<file path="src/rtl/if_pkg.sv">
// Shared definitions for the instruction-fetch stage: opcodes, widths,
// the IF/ID slot record and the self-loop (JMP -1) detector.
package if_pkg;

   localparam int INST_W  = 32;
   localparam int IF_PC_W = 32;

   localparam logic [5:0] OP_JMP = 6'b101010;
   localparam logic [5:0] OP_BEZ = 6'b101000;
   localparam logic [5:0] OP_BNE = 6'b101001;

   localparam logic [INST_W-1:0] NOP_INST_DEFAULT = 32'h0000_0000;

   // Contents of the IF/ID output slot.
   typedef struct packed {
      logic [IF_PC_W-1:0] pc;
      logic [INST_W-1:0]  inst;
      logic               valid;
   } if_id_t;

   // True for an unconditional jump whose offset is -1, i.e. a jump to itself.
   function automatic logic is_self_loop(input logic [INST_W-1:0] inst);
      return (inst[31:26] == OP_JMP) && (inst[25:0] == {26{1'b1}});
   endfunction

endpackage

</file>
<file path="src/rtl/if_id_reg.sv">
// IF/ID output slot register. Flush empties the slot (keeps the stale PC),
// load captures a new record, otherwise the slot holds.
module if_id_reg
   import if_pkg::*;
#(
   parameter logic [INST_W-1:0] NOP_INST = NOP_INST_DEFAULT
) (
   input  logic   clk,
   input  logic   rst,
   input  logic   load_i,
   input  logic   flush_i,
   input  if_id_t data_i,
   output if_id_t slot_o
);

   if_id_t slot_q;
   if_id_t slot_d;

   // Next slot contents: flush wins over load, otherwise hold.
   always_comb begin
      slot_d = slot_q;
      if (flush_i) begin
         slot_d.valid = 1'b0;
         slot_d.inst  = NOP_INST;
      end else if (load_i) begin
         slot_d = data_i;
      end else begin
         slot_d = slot_q;
      end
   end

   // Slot storage with synchronous reset to an empty bubble.
   always_ff @(posedge clk) begin
      if (rst) begin
         slot_q.pc    <= {IF_PC_W{1'b0}};
         slot_q.inst  <= NOP_INST;
         slot_q.valid <= 1'b0;
      end else begin
         slot_q <= slot_d;
      end
   end

   assign slot_o = slot_q;

endmodule

</file>
<file path="src/rtl/if_stage_fetch.sv">
// Instruction-fetch front end: owns the PC, addresses the ROM and registers
// {PC+4, instruction} into the IF/ID slot under a valid/ready handshake.
// Optional self-loop halt detection is enabled by defining IF_HALT_DETECT_EN.
module if_stage_fetch
   import if_pkg::*;
#(
   parameter int                PC_W     = 32,
   parameter logic [PC_W-1:0]   RESET_PC = PC_W'(32'h0000_0000),
   parameter logic [INST_W-1:0] NOP_INST = NOP_INST_DEFAULT
) (
   input  logic              clk,
   input  logic              rst,
   output logic [PC_W-1:0]   imem_addr,
   input  logic [INST_W-1:0] imem_inst,
   input  logic              freeze,
   input  logic              branch_taken,
   input  logic [PC_W-1:0]   branch_addr,
   input  logic              id_ready,
   output logic              id_valid,
   output logic [PC_W-1:0]   id_pc,
   output logic [INST_W-1:0] id_inst,
   output logic              halted
);

   logic [PC_W-1:0] pc_q;
   logic [PC_W-1:0] pc_d;
   logic [PC_W-1:0] pc_plus4_s;
   logic            halted_q;
   logic            halted_d;
   logic            xfer_s;
   logic            halt_hit_s;
   logic            slot_load_s;
   logic            slot_flush_s;
   if_id_t          slot_in_s;
   if_id_t          slot_s;

   assign imem_addr  = pc_q;
   assign pc_plus4_s = pc_q + PC_W'(32'd4);
   assign xfer_s     = ~slot_s.valid | id_ready;

`ifdef IF_HALT_DETECT_EN
   assign halt_hit_s = is_self_loop(imem_inst);
`else
   assign halt_hit_s = 1'b0;
`endif

   assign slot_in_s.pc    = IF_PC_W'(pc_plus4_s);
   assign slot_in_s.inst  = imem_inst;
   assign slot_in_s.valid = 1'b1;

   // Per-cycle priority: redirect > freeze > halted > transfer > hold.
   always_comb begin
      pc_d         = pc_q;
      halted_d     = halted_q;
      slot_load_s  = 1'b0;
      slot_flush_s = 1'b0;
      if (branch_taken) begin
         pc_d         = {branch_addr[PC_W-1:2], 2'b00};
         halted_d     = 1'b0;
         slot_flush_s = 1'b1;
      end else if (freeze) begin
         pc_d = pc_q;
      end else if (halted_q) begin
         if (xfer_s) begin
            slot_flush_s = 1'b1;
         end else begin
            slot_flush_s = 1'b0;
         end
      end else if (xfer_s) begin
         pc_d        = pc_plus4_s;
         slot_load_s = 1'b1;
         halted_d    = halt_hit_s;
      end else begin
         pc_d = pc_q;
      end
   end

   // PC and halt flag with synchronous reset.
   always_ff @(posedge clk) begin
      if (rst) begin
         pc_q     <= RESET_PC;
         halted_q <= 1'b0;
      end else begin
         pc_q     <= pc_d;
         halted_q <= halted_d;
      end
   end

   if_id_reg #(
      .NOP_INST (NOP_INST)
   ) u_if_id_reg (
      .clk     (clk),
      .rst     (rst),
      .load_i  (slot_load_s),
      .flush_i (slot_flush_s),
      .data_i  (slot_in_s),
      .slot_o  (slot_s)
   );

   assign id_valid = slot_s.valid;
   assign id_pc    = PC_W'(slot_s.pc);
   assign id_inst  = slot_s.inst;
   assign halted   = halted_q;

endmodule

</file>
<file path="config.mk">
export PLATFORM = sky130hd
export DESIGN_NAME = if_stage_fetch
export DESIGN_NICKNAME = d
export VERILOG_FILES = /design/src/rtl/if_pkg.sv /design/src/rtl/if_id_reg.sv /design/src/rtl/if_stage_fetch.sv
export SDC_FILE = /design/constraint.sdc
export NUM_CORES = 1
export LEC_CHECK = 0
export CAP_MARGIN = 10
export CORE_MARGIN = 2
export CORE_UTILIZATION = 45
export CTS_BUF_LIST = sky130_fd_sc_hd__clkbuf_16
export DETAILED_ROUTE_END_ITERATION = 6
export MAX_ROUTING_LAYER = met4
export PLACE_DENSITY = 0.85
export SETUP_SLACK_MARGIN = 0.3
export SLEW_MARGIN = 0
export SYNTH_ARGS = -nofsm -noshare
export SYNTH_HDL_FRONTEND = slang
export SYNTH_SLANG_ARGS = --single-unit
</file>
<file path="constraint.sdc">
create_clock -name clk -period 2.7 [get_ports clk]
set_input_delay 0.27 -clock clk [delete_from_list [all_inputs] [get_ports clk]]
set_output_delay 0.27 -clock clk [all_outputs]
set_load 0.1 [all_outputs]
</file>
After elaboration in Yosys (flattened, before gate mapping). Cells that the tools add are included.

Add/subtract/negate cells: 1. Equal/unequal tests: 2. Muxes and demuxes: 12. Bitwise gates (word level): 5. Reductions and logical operators: 6.

Operator list (count): two-way mux 32 bit (4); adder 32 x 3 -> 32 bit (second input constant) (1); two-way mux 1 bit (8); AND reduction 3 bit (2); NOT 1 bit (4); OR reduction 2 bit (2); inequality test 2 x 1 -> 1 bit (second input constant) (1); inequality test 2 bit (second input constant) (1); AND reduction 2 bit (1); nonzero test 2 bit (1); bitwise OR 1 bit (1).

Register bits after elaboration: 98. Output and inout bits: 98. Logic and storage cells: 32.

Longest topological paths before layout.
Depth after elaboration: 8. Mapped depth: 7. Depth with buffers taken out: 5.

Cells and area by module. A second synthesis with hierarchy kept.

Cells, all modules: 563. Area total of the unflattened synthesis: 4993.5 µm².

By module, submodules not included: if_id_reg (instances 1, cells an instance 253, area an instance 2681.3 µm²); if_stage_fetch (instances 1, cells an instance 310, area an instance 2312.2 µm²).

Worst setup path before layout. No wires, ideal clock.

Kind: reg2reg. From: register pc_q[2], in the netlist imem_addr[2]. To: register pc_q[14], in the netlist imem_addr[14]. Arrival time: 2.605 ns. Data required time: 2.609 ns. Path slack: 0.004 ns. Cell stages (with the launch flop): 7. Buffers on the path: 1. Cell sequence: dfxtp_1 ha_1 and3_1 buf_2 nand3_1 or4_1 a311oi_1.

Longest elaborated chain between the ends: 5.

RTL lines: start, declared (RTL line if_stage_fetch.sv:25) `logic [PC_W-1:0] pc_q;`; start signal, assigned (RTL line if_stage_fetch.sv:84) `pc_q <= pc_d;`; adder 32 x 3 -> 32 bit (RTL line if_stage_fetch.sv:38) `assign pc_plus4_s = pc_q + PC_W'(32'd4);`; two-way mux 32 bit (RTL line if_stage_fetch.sv:69) `end else if (xfer_s) begin`; two-way mux 32 bit (RTL line if_stage_fetch.sv:63) `end else if (halted_q) begin`; two-way mux 32 bit (RTL line if_stage_fetch.sv:61) `end else if (freeze) begin`; two-way mux 32 bit (RTL line if_stage_fetch.sv:57) `if (branch_taken) begin`.

Every way passes these cells. The select of a mux whose other input is x is not followed. A chain may end at the register's enable or synchronous reset.

Worst setup path after layout.
From: register pc_q[7], in the netlist imem_addr[7]. To: register pc_q[17], in the netlist imem_addr[17].

The elaborated chain is that of the path after synthesis.

==> flow_summary.yaml <==
yosys:
  yosysTopAreaCellShare_pct: 40.45
  yosys_warnings: 0
  ys_seq_area_share_pct: 40.45
  avgSynthCellArea_um2: 7.950
  ys_types: 46
  synth_edf_count: 0
  ys_ff_latch: 93
  syn-cell-area_um2: 4603
  yosys.area.top_type: "dfxtp_1"
  ys.flop_type: "dfxtp_1"
  synth_cells: 579
  async_reset_ff_share_pct: 0
  synth_area_leaders: "dfxtp_1 (40%), nand2_1 (6.7%), nor2_1 (5.1%)"
power:
  power_density_nw_per_um2: 632.9
  power_leakage_uw: 0.002382
  ir_drop_mv: 0.3519
  finalPower_uw: 4024
setup_path:
  setup.worst_path.end_class: "flip-flop"
  slowest_stage: "or4_1"
  path_max_fanout: 15
  slowest_delay_ps: 530
  critPathKind: "reg -> reg"
  path_cells: "and4_1 > nand4_2 > or4_1 > a311oi_1"
  cp_data_arrival_time_ps: 2460
  cp.required_ps: 2950
  cp-start-kind: "flip-flop"
clock_network:
  insertion_delay_ps: 350
  cts_max_level: 3
  cts_tree: "done"
  cts_made_buffers: 9
  cts-root-buf: "clkbuf_16"
  post_cts_resized: 0
  path_clk_slew_ps: 70
  cts_hold_buffers: 0
  clock_path_buffers: 2
  cts_setup_buffers: 0
  clock_sinks: 93
die:
  placementRows: 36
  start_util_pct: 46.66
  die_w_um: 105.1
  ioPinCount: 167
  die-area_um2: 11050
  core-area_um2: 9864
  fp.dieH_um: 105.1
detailed_routing:
  vias: 4954
  wl_per_cell_um: 16.42
  vias_per_cell: 5.849
  first_iter_violations: 377
  drtAntennaViolNets: 0
  drt-total-wl_mm: 13.91
  drtPass1Iterations: 6
  drc: 0
grt:
  grt_pass1_vias: 4564
  grtUsageTotal_pct: 25.89
  gr-total-overflow: 0
  grt_pass1_wl_mm: 22.65
  grt_max_degree: 56
  grt_antenna_before_repair: 0
finish:
  syn2layout_area_growth_pct: 38.14
  final_cell_mix: "buf_4 (106), nand2_1 (82), dfxtp_1 (79), clkdlybuf4s50_1 (65), nor2_1 (61)"
  drive_gt1_share_pct: 20.31
  antenna_cells: 0
  fillers: 842
  multi_input_area_um2: 2452
  layout_commonest_cell: "buf_4"
  fin_area_um2: 6359
  ff_latch_area_um2: 1879
  fin_nets: 779
timing:
  hold_viol: 0
  finalCritPeriodShare_pct: 81.70
  rsz0062_at_grt: "no"
  report.final.slew_viol_count: 0
  fin_ws_ps: 494.2
  max_freq_mhz: 453.3
  min_period_ps: 2206
  maxSlewHeadroom_pct: 57.72
  fin_skew_ps: 11.35
  tns_ps: 0
  worst_pin_slew_ps: 634.3
  setup_viol: 0
placed_design:
  dp_slack_ps: 423.2
  post-dp-hpwl_mm: 9.971
  io_buffers: 159
  gp_congestion: 0.9192
  dpl-instance-area_um2: 6030
status:
  status: "finished clean"
run:
  drv_cap: 0
worst_hold_path:
  hold_class: "in -> reg"
## cells by family after synthesis
kind of cell | share of synthesized area (%)
AOI/OAI and AO/OA | 20.47
adders and majority gates | 0.2718
and+or+nand+nor | 28.16
DFF | 40.45
xor gates and xnor gates | 3.805
buffers and inverters | 6.768
other | 0.08147
## Yosys cell counts, types with 2 or more instances
cell type	number
o21ai_0	9
and2_1	2
nor3_1	8
a31oi_1	3
a2111oi_0	6
o31ai_1	16
buf_2	9
o31a_1	2
a221o_1	2
inv_1	16
a21oi_1	36
nor4_1	17
xor2_1	5
dfxtp_1	93
or4_1	14
clkbuf_1	40
nor2b_1	4
or3_1	9
buf_1	3
o21bai_1	5
nand4_1	16
and4_1	9
a311oi_1	24
buf_4	6
and3_1	7
nand2_1	82
nand3_1	18
xnor2_1	15
a211oi_1	25
nor2_1	62
## worst max-delay path: cells and delay by family, from the launching register on
kind            cells  cell delay [ps]
simple gates        3             1430
flops               1              430
compound gates      1              250
## registers in the layout (all words and copies together), names as in the netlist
name,count
imem_addr,30
u_if_id_reg.slot_o,63
## path summary, 6_finish.rpt
path	slack [ps]	to	cells past startpoint	startpoint
setup reg to reg	490	imem_addr[17]	4	imem_addr[7]
hold reg to reg	460	u_if_id_reg.slot_o[16]	2	u_if_id_reg.slot_o[16]
hold / removal	410	u_if_id_reg.slot_o[54]	2	rst
setup / recovery	490	imem_addr[17]	4	imem_addr[7]
## layer usage
layer	global-route usage (%)	wire length (um)	vias up
met2	40.72	6587	239
met4	9.333	355	0
met1	33.22	5850	2307
li1	-	-	2371
met3	4.928	1113	37
met5	-	0	-
## power by group
group	switching, uW	internal [uW]	leakage, uW
Sequential	103	1450	0.000769
Clock	581	825	0.000155
Combinational	788	275	0.00146
## layout make-up
cell class                 count  area share [%]
clock buffer                   9           3.542
clock inverter                 7           1.633
inverter                      16          0.9445
multi-input combinational    416           38.57
sequential                    93           29.56
tap                          133           2.617
timing repair buffer         173           23.14
## through the flow
step,instances,util (%),hold slack [ps]
2_1_floorplan,583,-,406.0
3_3_place_gp,831,61.12,442.7
3_5_place_dp,831,61.12,448.3
4_1_cts,847,64.46,399.9
5_1_grt,847,64.46,445.4
6_report,847,64.46,405.3
(Power assumes the default switching activity.)
